### src/rtl/mem_store_align_unit.sv
// Store-path aligner: turns one store request into byte enables and lane-shifted
// write data, splitting stores that cross a bus-word boundary into two beats.
module mem_store_align_unit #(
    parameter int DATA_WIDTH       = 32,
    parameter int ADDR_WIDTH       = 32,
    parameter bit ALLOW_MISALIGNED = 1'b1
) (
    input  logic                    clk,
    input  logic                    rst,
    input  logic                    req_valid,
    output logic                    req_ready,
    input  logic [ADDR_WIDTH-1:0]   req_addr,
    input  logic [DATA_WIDTH-1:0]   req_data,
    input  logic [1:0]              req_size,
    output logic                    done_valid,
    output logic                    done_fault,
    output logic                    mem_write,
    output logic [ADDR_WIDTH-1:0]   mem_address,
    output logic [DATA_WIDTH/8-1:0] mem_byte_enable,
    output logic [DATA_WIDTH-1:0]   mem_wdata,
    input  logic                    mem_resp
);

    localparam int NB   = DATA_WIDTH / 8;
    localparam int OFFW = $clog2(NB);

    typedef enum logic [1:0] {
        S_IDLE  = 2'd0,
        S_BEAT0 = 2'd1,
        S_BEAT1 = 2'd2,
        S_DONE  = 2'd3
    } state_t;

    function automatic logic [2*NB-1:0] size_mask(input logic [1:0] size);
        logic [15:0] m;
        case (size)
            2'd0:    m = 16'h0001;
            2'd1:    m = 16'h0003;
            2'd2:    m = 16'h000F;
            2'd3:    m = 16'h00FF;
            default: m = 16'h0000;
        endcase
        return m[2*NB-1:0];
    endfunction

    state_t                  r_state;
    logic                    r_req_ready;
    logic                    r_mem_write;
    logic [ADDR_WIDTH-1:0]   r_mem_address;
    logic [NB-1:0]           r_mem_be;
    logic [DATA_WIDTH-1:0]   r_mem_wdata;
    logic                    r_done_valid;
    logic                    r_done_fault;
    logic [ADDR_WIDTH-1:0]   r_hi_addr;
    logic [NB-1:0]           r_hi_be;
    logic [DATA_WIDTH-1:0]   r_hi_wdata;

    logic [OFFW-1:0]         w_off;
    logic [2*NB-1:0]         w_mask2;
    logic [2*DATA_WIDTH-1:0] w_data2;
    logic [ADDR_WIDTH-1:0]   w_addr0;
    logic [ADDR_WIDTH-1:0]   w_addr1;
    logic [2:0]              w_nb_m1;
    logic                    w_fault;

    state_t                  w_nxt_state;
    logic                    w_nxt_ready;
    logic                    w_nxt_write;
    logic [ADDR_WIDTH-1:0]   w_nxt_addr;
    logic [NB-1:0]           w_nxt_be;
    logic [DATA_WIDTH-1:0]   w_nxt_wdata;
    logic                    w_nxt_dv;
    logic                    w_nxt_df;
    logic [ADDR_WIDTH-1:0]   w_nxt_hi_addr;
    logic [NB-1:0]           w_nxt_hi_be;
    logic [DATA_WIDTH-1:0]   w_nxt_hi_wdata;

    // Request decode: two-word-wide mask/data; low half is beat 0, high half beat 1.
    always_comb begin
        w_off   = req_addr[OFFW-1:0];
        w_mask2 = size_mask(req_size) << w_off;
        w_data2 = {{DATA_WIDTH{1'b0}}, req_data} << {w_off, 3'b000};
        w_addr0 = {req_addr[ADDR_WIDTH-1:OFFW], {OFFW{1'b0}}};
        w_addr1 = w_addr0 + ADDR_WIDTH'(NB);
        case (req_size)
            2'd0:    w_nb_m1 = 3'd0;
            2'd1:    w_nb_m1 = 3'd1;
            2'd2:    w_nb_m1 = 3'd3;
            2'd3:    w_nb_m1 = 3'd7;
            default: w_nb_m1 = 3'd0;
        endcase
        w_fault = ((req_size == 2'd3) && (DATA_WIDTH == 32)) ||
                  ((ALLOW_MISALIGNED == 1'b0) && ((req_addr[2:0] & w_nb_m1) != 3'd0));
    end

    // Next-state and next-output logic; everything holds unless a branch changes it.
    always_comb begin
        w_nxt_state    = r_state;
        w_nxt_ready    = r_req_ready;
        w_nxt_write    = r_mem_write;
        w_nxt_addr     = r_mem_address;
        w_nxt_be       = r_mem_be;
        w_nxt_wdata    = r_mem_wdata;
        w_nxt_dv       = 1'b0;
        w_nxt_df       = r_done_fault;
        w_nxt_hi_addr  = r_hi_addr;
        w_nxt_hi_be    = r_hi_be;
        w_nxt_hi_wdata = r_hi_wdata;
        case (r_state)
            S_IDLE: begin
                w_nxt_ready = 1'b1;
                w_nxt_df    = 1'b0;
                if (req_valid) begin
                    w_nxt_ready = 1'b0;
                    if (w_fault) begin
                        w_nxt_state = S_DONE;
                        w_nxt_dv    = 1'b1;
                        w_nxt_df    = 1'b1;
                    end else begin
                        w_nxt_state    = S_BEAT0;
                        w_nxt_write    = 1'b1;
                        w_nxt_addr     = w_addr0;
                        w_nxt_be       = w_mask2[NB-1:0];
                        w_nxt_wdata    = w_data2[DATA_WIDTH-1:0];
                        w_nxt_hi_addr  = w_addr1;
                        w_nxt_hi_be    = w_mask2[2*NB-1:NB];
                        w_nxt_hi_wdata = w_data2[2*DATA_WIDTH-1:DATA_WIDTH];
                    end
                end else begin
                    w_nxt_state = S_IDLE;
                end
            end
            S_BEAT0, S_BEAT1: begin
                if (mem_resp && (r_state == S_BEAT0) && (r_hi_be != {NB{1'b0}})) begin
                    // Second beat follows back-to-back; mem_write never drops.
                    w_nxt_state = S_BEAT1;
                    w_nxt_addr  = r_hi_addr;
                    w_nxt_be    = r_hi_be;
                    w_nxt_wdata = r_hi_wdata;
                end else if (mem_resp) begin
                    w_nxt_state = S_DONE;
                    w_nxt_write = 1'b0;
                    w_nxt_addr  = {ADDR_WIDTH{1'b0}};
                    w_nxt_be    = {NB{1'b0}};
                    w_nxt_wdata = {DATA_WIDTH{1'b0}};
                    w_nxt_dv    = 1'b1;
                    w_nxt_df    = 1'b0;
                end else begin
                    w_nxt_state = r_state;
                end
            end
            S_DONE: begin
                w_nxt_state = S_IDLE;
                w_nxt_ready = 1'b1;
                w_nxt_df    = 1'b0;
            end
            default: begin
                w_nxt_state = S_IDLE;
                w_nxt_ready = 1'b1;
                w_nxt_write = 1'b0;
                w_nxt_be    = {NB{1'b0}};
                w_nxt_df    = 1'b0;
            end
        endcase
    end

    // State and output registers with synchronous reset.
    always_ff @(posedge clk) begin
        if (rst) begin
            r_state       <= S_IDLE;
            r_req_ready   <= 1'b1;
            r_mem_write   <= 1'b0;
            r_mem_address <= {ADDR_WIDTH{1'b0}};
            r_mem_be      <= {NB{1'b0}};
            r_mem_wdata   <= {DATA_WIDTH{1'b0}};
            r_done_valid  <= 1'b0;
            r_done_fault  <= 1'b0;
            r_hi_addr     <= {ADDR_WIDTH{1'b0}};
            r_hi_be       <= {NB{1'b0}};
            r_hi_wdata    <= {DATA_WIDTH{1'b0}};
        end else begin
            r_state       <= w_nxt_state;
            r_req_ready   <= w_nxt_ready;
            r_mem_write   <= w_nxt_write;
            r_mem_address <= w_nxt_addr;
            r_mem_be      <= w_nxt_be;
            r_mem_wdata   <= w_nxt_wdata;
            r_done_valid  <= w_nxt_dv;
            r_done_fault  <= w_nxt_df;
            r_hi_addr     <= w_nxt_hi_addr;
            r_hi_be       <= w_nxt_hi_be;
            r_hi_wdata    <= w_nxt_hi_wdata;
        end
    end

    assign req_ready       = r_req_ready;
    assign mem_write       = r_mem_write;
    assign mem_address     = r_mem_address;
    assign mem_byte_enable = r_mem_be;
    assign mem_wdata       = r_mem_wdata;
    assign done_valid      = r_done_valid;
    assign done_fault      = r_done_fault;

endmodule
### config.mk
export PLATFORM = sky130hd
export DESIGN_NAME = mem_store_align_unit
export DESIGN_NICKNAME = d
export VERILOG_FILES = /design/src/rtl/mem_store_align_unit.sv
export SDC_FILE = /design/constraint.sdc
export NUM_CORES = 1
export LEC_CHECK = 0
export CORE_MARGIN = 10
export CORE_UTILIZATION = 35
export DETAILED_ROUTE_END_ITERATION = 10
export PLACE_DENSITY_LB_ADDON = 0.05
export SYNTH_ARGS = -nofsm -noshare
export SYNTH_HDL_FRONTEND = slang
export SYNTH_SLANG_ARGS = --single-unit
### constraint.sdc
create_clock -name clk -period 3.5 [get_ports clk]
set_input_delay 0.525 -clock clk [delete_from_list [all_inputs] [get_ports clk]]
set_output_delay 0.525 -clock clk [all_outputs]
set_load 0.05 [all_outputs]
=== After elaboration in Yosys (flattened, before gate mapping) ===
Cells that the tools add are included.

* Add/sub/neg operators: 1
* Equality and inequality tests: 11
* Shift-type cells: 2
* Multiplexer cells: 33
* Bitwise gates (word level): 1
* Reductions and logical operators: 12

{| class="wikitable"
|+ Operators with widths
! cell !! number
|-
| 2-to-1 mux 32 bit || 7
|-
| one-hot mux 32 bit (2 select lines) || 2
|-
| left shift 32 x 5 -> 64 bit || 1
|-
| adder 32 x 3 -> 32 bit (second input constant) || 1
|-
| one-hot mux 8 bit (4 select lines) || 1
|-
| 2-to-1 mux 4 bit || 4
|-
| 2-to-1 mux 1 bit || 9
|-
| equality test 2 bit (second input constant) || 4
|-
| 2-to-1 mux 2 bit || 4
|-
| != test 2 bit (second input constant) || 4
|-
| one-hot mux 4 bit (2 select lines) || 1
|-
| left shift 8 x 2 -> 8 bit || 1
|-
| one-hot mux 1 bit (2 select lines) || 3
|-
| one-hot mux 2 bit (3 select lines) || 1
|-
| AND reduction 5 bit || 1
|-
| equality test 2 x 1 -> 1 bit (second input constant) || 2
|-
| zero test 2 bit || 2
|-
| AND reduction 4 bit || 1
|-
| nonzero test 2 bit || 2
|-
| nonzero test 4 bit || 1
|-
| != test 3 bit (second input constant) || 1
|-
| one-hot mux 1 bit (3 select lines) || 1
|-
| AND reduction 3 bit || 1
|-
| logical AND 1 bit || 2
|-
| other kinds (3) || 3
|}

* Flip-flop bits (word level): 142
* Bits of input ports: 70
* Output and inout port bits: 72
* Word-level logic and storage cells: 71

=== Logic depth before layout (Yosys ltp) ===
Gate-level depths: netlist (run 1).

* Word-level depth: 6
* Depth in mapped cells: 9
* Gate-level depth less buffers: 6

=== Worst setup path after synthesis (run 1) ===
No wires, ideal clock.

* Path kind: input to register
* From: in req_size[1]
* To: reg r_mem_address[10], in the netlist mem_address[10]
* Setup time: 0.123 ns
* Data arrival time: 2.004 ns
* Required time: 3.377 ns
* Slack: 1.373 ns
* Cell stages on the path: 7
* Path buffers: 3
* Cell sequence: clkbuf_1 > a21bo_2 > a221oi_1 > nor2_1 > clkbuf_1 > clkbuf_1 > a221o_2

* Word-level cells in the longest chain between the ends: 3

{| class="wikitable"
|+ RTL lines
! element !! line !! text
|-
| start: declaration || 14 || <nowiki>input logic [1:0] req_size,</nowiki>
|-
| equality test 2 bit || 92 || <nowiki>w_fault = ((req_size == 2'd3) && (DATA_WIDTH == 32)) ||</nowiki>
|-
| != test 2 bit (no source line) || n/a ||
|-
| AND reduction 4 bit (no source line) || n/a ||
|-
| end signal: assignment || 173 || <nowiki>r_mem_address <= {ADDR_WIDTH{1'b0}};</nowiki>
|-
| end signal: assignment || 185 || <nowiki>r_mem_address <= w_nxt_addr;</nowiki>
|-
| end: declaration || 49 || <nowiki>logic [ADDR_WIDTH-1:0] r_mem_address;</nowiki>
|}

No other way between the ends.
A chain may end at the register's enable or synchronous reset.

=== Final worst setup path (run 1) ===
* From: reg r_state[0]
* To: reg r_mem_wdata[21], in the netlist mem_wdata[21]

* Word-level cells in the longest chain between the ends: 5
* Elaborated cells between the ends (all ways): 13
* Classes of those cells: eq/ne: 5; mux: 2; reduce/logical: 6

{| class="wikitable"
|+ RTL lines
! element !! line !! text
|-
| start: declaration || 46 || <nowiki>state_t r_state;</nowiki>
|-
| start signal: assignment || 182 || <nowiki>r_state <= w_nxt_state;</nowiki>
|-
| equality test 2 x 1 -> 1 bit || 109, 134 ||
|-
| logical AND 1 bit (2 in series) || 134 || <nowiki>if (mem_resp && (r_state == S_BEAT0) && (r_hi_be != {NB{1'b0}})) begin</nowiki>
|-
| != test 3 bit (no source line) or 2-to-1 mux 32 bit (tied branches) || n/a ||
|-
| AND reduction 4 bit (no source line) or one-hot mux 32 bit (2 select lines) (tied branches) || n/a ||
|-
| end signal: assignment || 175 || <nowiki>r_mem_wdata <= {DATA_WIDTH{1'b0}};</nowiki>
|-
| end signal: assignment || 187 || <nowiki>r_mem_wdata <= w_nxt_wdata;</nowiki>
|-
| end: declaration || 51 || <nowiki>logic [DATA_WIDTH-1:0] r_mem_wdata;</nowiki>
|}

Parallel ways exist; a longest one is shown, timed or not.

==> flow_summary_export.csv, run 1 <==
group,metric,value,unit
worst_setup_path,cp.arrival,2.80,ns
yosys,syn_area_per_cell,8.80,sq um
hold_path,hp-class,"reg2reg",
clocking,clk-insertion-delay-late,0.42,ns
clocking,cts_htree_levels,4,
floorplanning,initial_core_util,35.3,%
cells_and_area,multi_input_area,0.00341,sq mm
hold_path,hp-start,"r_hi_addr[3]",
yosys,yosys_warnings,0,
placement,placed_cells,1044,
clocking,cts-root-buf,"clkbuf_16",
clocking,tritoncts.num_buffers,17,
floorplanning,die_area,0.0238,sq mm
sta,fin_crit_sh,71.7,%
global_routing,grt_use_total,16.9,%
yosys,async_reset_ff_share,0,%
worst_setup_path,r2r-start,"r_state[0]",
worst_setup_path,slowest_stage,"clkinv_1",
worst_setup_path,path_buf_inv,2,
clocking,path_clk_slew,0.06,ns
floorplanning,die_w,154,microns
cells_and_area,area_growth,35.6,%
clocking,cts_setup_buffers,0,
floorplanning,die_h,154,microns
yosys,synthDistinctLibCells,56,
status,status,"finished clean",
sta,hold_viol_final,0,
clocking,cts_tree,"built",
yosys,synth_edf_count,0,
global_routing,antenna_found_initial,0,
worst_setup_path,path_delay_family,"buffers and inverters",
detailed_routing,avgViaCountPerCell,5.65,
yosys,syn_area,0.00630,sq mm
floorplanning,io_pins,142,
sta,finalCriticalPeriod,2.51,ns
floorplanning,rows,49,
floorplanning,core_area,0.0178,sq mm
worst_setup_path,r2r_end,"mem_wdata[21]",
hold_path,hold_depth,2,
placement,hpwl,15200,microns
cells_and_area,seq_area,0.00260,sq mm
detailed_routing,drt-wirelength-per-cell,19.5,microns
worst_setup_path,cp-start-kind,"flop",
sta,skew,0.00851,ns
worst_setup_path,crit_path_max_incr_delay,0.68,ns
worst_setup_path,rr_worst_depth,5,
hold_path,hold_end,"r_hi_addr[3]",
sta,finalMaxSlewViolations,0,
detailed_routing,first_pass_iters,5,
global_routing,overflow,0,
yosys,synthFlopType,"dfxtp_1",
detailed_routing,totalWireLength,21000,microns
sta,rsz0062_at_grt,"no",
clocking,cts_sinks,130,
power_and_ir_drop,p_leak,3.08,nW
clocking,hold_buffers,0,
power_and_ir_drop,p_per_area,585,mW/mm^2
yosys,ys_ff_latch,130,
clocking,cts_resized,0,
placement,routabilityCongestion,0.852,
worst_setup_path,crit_required,3.80,ns
worst_setup_path,cp-end-kind,"flop",
sta,fmaxAchievable,399,MHz
yosys,ys_seq_area_share,41.3,%
yosys,synthCells,716,
sta,setup_viol,0,
cells_and_area,final-instance-count-excl-fill,1076,
global_routing,grt_max_degree,48,
detailed_routing,dr_total_vias,6075,
sta,tns,0,ns
global_routing,grt_pass1_wl,32900,microns
power_and_ir_drop,vdd_ir_drop_max,0.335,mV
clocking,cts_buffer_depth,2,
worst_setup_path,crit_chain,"inv_1, ha_1, clkinv_1, a22oi_1, a21oi_1",
sta,slew_headroom,46.1,%
worst_setup_path,path_class,"reg2reg",
cells_and_area,nNetsFinal,909,
run,max_cap_violations,0,
worst_setup_path,critical_path.max_fanout,19,
detailed_routing,ant_nets,0,
detailed_routing,drt_iter0_markers,619,
global_routing,grt_pass1_vias,5863,
cells_and_area,num_antenna_cells,0,
sta,tightest_slew,0.805,ns
detailed_routing,drc,0,
cells_and_area,drive_gt1_share,9.21,%
worst_setup_path,reg2reg_slack,0.99,ns
sta,hold_slack,0.455,ns
placement,port-buffer-count,139,
cells_and_area,nFillCells,1717,
registers in the layout, summed over array words and instances, names as in the netlist, 2 cells and up:
name / cells
mem_byte_enable: 4
r_hi_wdata: 24
r_hi_addr: 30
mem_address: 30
r_state: 2
r_hi_be: 4
mem_wdata: 32
metal layers:
layer  global-route usage (%)  part of all wire (%)  vias up
met5                        0                     0        -
met4                     5.98                   1.4        0
met3                     4.77                   7.4       23
met2                     26.7                    47      236
met1                     21.6                    45     2883
li1                         -                     -     2933
worst min-delay path: stages (launching register included):
cell	delay (ns)
dfxtp_1	0.30
nand2_1	0.05
a21oi_1	0.05
placed cells by master, fill, tap and decap left out, types with 6 or more instances in the layout:
| master | Yosys | layout |
|---|---|---|
| a21oi_1 | 37 | 37 |
| nor3_1 | 27 | 26 |
| nand2b_1 | 10 | 10 |
| nand3_1 | 30 | 30 |
| a221oi_1 | 9 | 8 |
| dfxtp_1 | 130 | 130 |
| clkbuf_16 | 0 | 17 |
| mux2_2 | 8 | 8 |
| a211oi_1 | 19 | 19 |
| nand4_1 | 21 | 21 |
| clkdlybuf4s50_1 | 0 | 138 |
| mux2i_1 | 25 | 25 |
| nor2_1 | 58 | 56 |
| nor4_1 | 11 | 11 |
| a221o_1 | 46 | 46 |
| o21ai_0 | 19 | 19 |
| and2_1 | 36 | 36 |
| inv_1 | 16 | 16 |
| a22oi_1 | 16 | 16 |
| xnor2_1 | 8 | 8 |
| o2bb2ai_1 | 8 | 8 |
| nand2_1 | 43 | 43 |
| a311oi_1 | 6 | 6 |
| and4_1 | 9 | 9 |
| buf_4 | 4 | 20 |
synthesized netlist by cell type (6+ instances only):
cell type / instances / area share, %
dfxtp_1: 130 / 41
nor2_1: 58 / 3.5
a221o_1: 46 / 7.3
clkbuf_1: 44 / 2.6
nand2_1: 43 / 2.6
a21oi_1: 37 / 2.9
and2_1: 36 / 3.6
nand3_1: 30 / 2.4
nor3_1: 27 / 2.1
mux2i_1: 25 / 4.0
nand4_1: 21 / 2.1
a211oi_1: 19 / 2.3
o21ai_0: 19 / 1.5
a22oi_1: 16 / 1.9
inv_1: 16 / 0.95
nor4_1: 11 / 1.1
nand2b_1: 10 / 0.99
a221oi_1: 9 / 1.3
and4_1: 9 / 1.3
mux2_2: 8 / 1.4
o2bb2ai_1: 8 / 1.1
xnor2_1: 8 / 1.1
buf_1: 7 / 0.42
buf_2: 7 / 0.56
a311oi_1: 6 / 0.83
power breakdown:
group	switching [mW]	internal, mW	leakage [nW]	total [mW]
clock	0.715	1.05	0.272	1.77
combinational	0.956	0.509	1.74	1.47
sequential	0.0959	1.67	1.07	1.76
total	1.77	3.23	3.08	5.00
cell type report:
cell class / instances / area share (%)
clock inverter: 15 / 1.87
multi-input combinational: 505 / 39.9
clock buffer: 17 / 4.98
tap: 229 / 3.35
inverter: 18 / 0.791
sequential: 130 / 30.4
timing repair buffer: 162 / 18.7
through the flow:
step	util [%]	instance area (sq um)	power [mW]	setup WS (ns)
global placement	44.6	7960	3.25	0.651
global route	47.9	8550	5.22	0.885
floorplan	-	6310	2.70	1.37
finish	47.9	8550	5.00	0.991
detailed placement	44.6	7960	3.27	0.599
CTS	47.9	8550	5.05	1.03
logic make-up after synthesis:
logic type,synth area share [%]
muxes,5.40
DFF,41.3
xor gates and xnor gates,1.67
and+or+nand+nor,23.1
other,0.0595
buffers and inverters,5.30
adders and majority gates,0.993
AOI/OAI and AO/OA,22.2
worst max path at each step:
stage          cells after the start         endpoint        start  slack (ns)
2_1_floorplan                      7  mem_address[10]  req_size[1]        1.37
3_3_place_gp                       5    r_hi_addr[27]  req_addr[6]        0.65
3_5_place_dp                       5    r_hi_addr[27]  req_addr[6]        0.60
4_1_cts                            5    r_hi_addr[27]  req_addr[6]        1.03
5_1_grt                            5    mem_wdata[18]   r_state[0]        0.89
6_report                           5    mem_wdata[21]   r_state[0]        0.99
(Power assumes the default switching activity.)
==> inputs of run 2 (changes only) <==
==> constraint.sdc (replaced) <==
create_clock -name clk -period 2.45 [get_ports clk]
set_input_delay 0.3675 -clock clk [delete_from_list [all_inputs] [get_ports clk]]
set_output_delay 0.3675 -clock clk [all_outputs]
set_load 0.05 [all_outputs]
==> flow_summary_export.csv, run 2 (synthesized netlist as in run 1, its figures left out) <==
group,metric,value,unit
status,status,"finished clean",
detailed_routing,drc,0,
cells_and_area,layout_commonest_cell,"clkdlybuf4s50_1",
placement,port-buffer-count,139,
cells_and_area,nNetsFinal,955,
sta,rsz0062_at_grt,"no",
run,max_cap_violations,0,
worst_setup_path,crit_required,2.73,ns
cells_and_area,nFillCells,1676,
detailed_routing,totalWireLength,21600,microns
global_routing,grt_max_degree,48,
worst_setup_path,cp-end-kind,"flop",
floorplanning,die_area,0.0238,sq mm
floorplanning,rows,49,
clocking,cts_buffer_depth,2,
detailed_routing,first_pass_iters,5,
worst_setup_path,reg2reg_slack,0.34,ns
placement,post-place-ws,-0.0588,ns
clocking,cts-root-buf,"clkbuf_16",
placement,hpwl,15700,microns
worst_setup_path,r2r-start,"r_state[0]",
floorplanning,core_area,0.0178,sq mm
cells_and_area,layout_common_cells,"clkdlybuf4s50_1 (138), dfxtp_1 (130), buf_4 (62)",
clocking,clk-insertion-delay-late,0.41,ns
clocking,cts_tree,"built",
worst_setup_path,cp.arrival,2.39,ns
cells_and_area,fin_util,50.4,%
power_and_ir_drop,p_per_area,828,mW/mm^2
worst_setup_path,path_class,"reg2reg",
clocking,cts_resized,0,
hold_path,hold_depth,2,
cells_and_area,multi_input_area,0.00341,sq mm
sta,tns,0,ns
clocking,hold_buffers,0,
sta,skew,0.0100,ns
global_routing,grt_use_total,17.8,%
floorplanning,die_h,154,microns
sta,finalMaxSlewViolations,0,
floorplanning,io_pins,142,
power_and_ir_drop,p_leak,3.35,nW
hold_path,hold_end,"r_state[0]",
worst_setup_path,critical_path.max_fanout,29,
cells_and_area,num_antenna_cells,0,
sta,setup_slack,0.343,ns
clocking,cts_sinks,130,
sta,hold_viol_final,0,
cells_and_area,drive_gt1_share,13.7,%
sta,fin_crit_sh,86.0,%
sta,setup_viol,0,
hold_path,hp-start,"rst",
detailed_routing,dr_total_vias,6200,
worst_setup_path,rr_worst_depth,7,
clocking,cts_htree_levels,4,
sta,slew_headroom,51.2,%
sta,hold_slack,0.212,ns
global_routing,grt_pass1_wl,34400,microns
clocking,tritoncts.num_buffers,17,
floorplanning,die_w,154,microns
global_routing,antenna_found_initial,0,
clocking,cts_setup_buffers,0,
detailed_routing,drt-wirelength-per-cell,19.2,microns
sta,tightest_slew,0.730,ns
detailed_routing,ant_nets,0,
hold_path,hp-class,"in2reg",
power_and_ir_drop,vdd_ir_drop_max,0.725,mV
sta,finalCriticalPeriod,2.11,ns
clocking,path_clk_slew,0.06,ns
global_routing,overflow,0,
detailed_routing,drt_iter0_markers,428,
sta,fmaxAchievable,475,MHz
global_routing,grt_pass1_vias,6282,
detailed_routing,avgViaCountPerCell,5.53,
worst_setup_path,cp-start-kind,"flop",
floorplanning,initial_core_util,35.3,%
worst_setup_path,r2r_end,"r_hi_wdata[5]",
cells_and_area,largest_reg_flops,32,
placement,routabilityCongestion,0.836,
cells_and_area,seq_area,0.00260,sq mm
cells_and_area,area_growth,42.6,%
-- run 2: changes by cell type in the layout (fill, tap and decap cells not counted), sizes merged --
cell / before / now
inv: 19 / 16
clkinv: 7 / 6
clkinvlp: 5 / 2
bufinv: 2 / 4
clkbuf: 17 / 22
buf: 24 / 70
-- run 2: how the worst max path moves through the flow --
stage                 from         endpoint  slack, ns  depth (start not counted)
2_1_floorplan  req_size[1]  mem_address[10]       0.48                          7
3_3_place_gp   req_addr[9]    r_hi_addr[19]      0.002                          6
3_5_place_dp   req_addr[9]    r_hi_addr[19]      -0.06                          6
4_1_cts         r_state[0]     mem_wdata[1]       0.31                          5
5_1_grt         r_state[0]     mem_wdata[7]       0.18                          5
6_report        r_state[0]    r_hi_wdata[5]       0.34                          7
-- run 2: area by class of cell --
| cell class | count | area share [%] |
|---|---|---|
| Clock buffer | 22 | 5.28 |
| Clock inverter | 10 | 1.73 |
| Inverter | 18 | 0.752 |
| Multi-Input combinational cell | 505 | 37.9 |
| Sequential cell | 130 | 29.0 |
| Tap cell | 229 | 3.19 |
| Timing Repair Buffer | 208 | 22.2 |
-- run 2: worst max-delay path: stages (launching register included) --
cell and delay [ns]:
dfxtp_1 0.33, inv_1 0.11, ha_1 0.35, nand2_1 0.19, or2_2 0.35, buf_12 0.18
a221oi_1 0.36, nor3_1 0.09
-- run 2: through the flow --
step | power, mW | instances | area, sq um
floorplan | 3.86 | 717 | 6310
global placement | 4.76 | 1090 | 8360
detailed placement | 4.78 | 1090 | 8360
CTS | 7.51 | 1122 | 8990
global route | 7.77 | 1122 | 8990
finish | 7.44 | 1122 | 8990
-- run 2: where the power goes --
| part | internal (mW) | leakage (nW) | switching, mW |
|---|---|---|---|
| combinational | 0.819 | 1.98 | 1.40 |
| clock | 1.78 | 0.306 | 0.930 |
| sequential | 2.38 | 1.07 | 0.137 |
| total | 4.98 | 3.35 | 2.46 |
-- run 2: routing by layer --
| layer | part of all wire [%] | GRT usage (%) | routed length [microns] |
|---|---|---|---|
| met1 | 45 | 22.3 | 9810 |
| met5 | 0 | 0 | 0 |
| met2 | 46 | 28.5 | 10000 |
| met3 | 6.7 | 5.52 | 1450 |
| met4 | 1.3 | 5.31 | 288 |
==> inputs of run 3 (changes only) <==
--- a/config.mk
+++ b/config.mk
@@ -8,6 +8,7 @@
 export CORE_MARGIN = 10
 export CORE_UTILIZATION = 35
 export DETAILED_ROUTE_END_ITERATION = 10
+export HOLD_SLACK_MARGIN = 0.02
 export PLACE_DENSITY_LB_ADDON = 0.05
 export SYNTH_ARGS = -nofsm -noshare
 export SYNTH_HDL_FRONTEND = slang
==> results of run 3 <==
The final DEF is identical to that of run 2; final timing and power are the same.
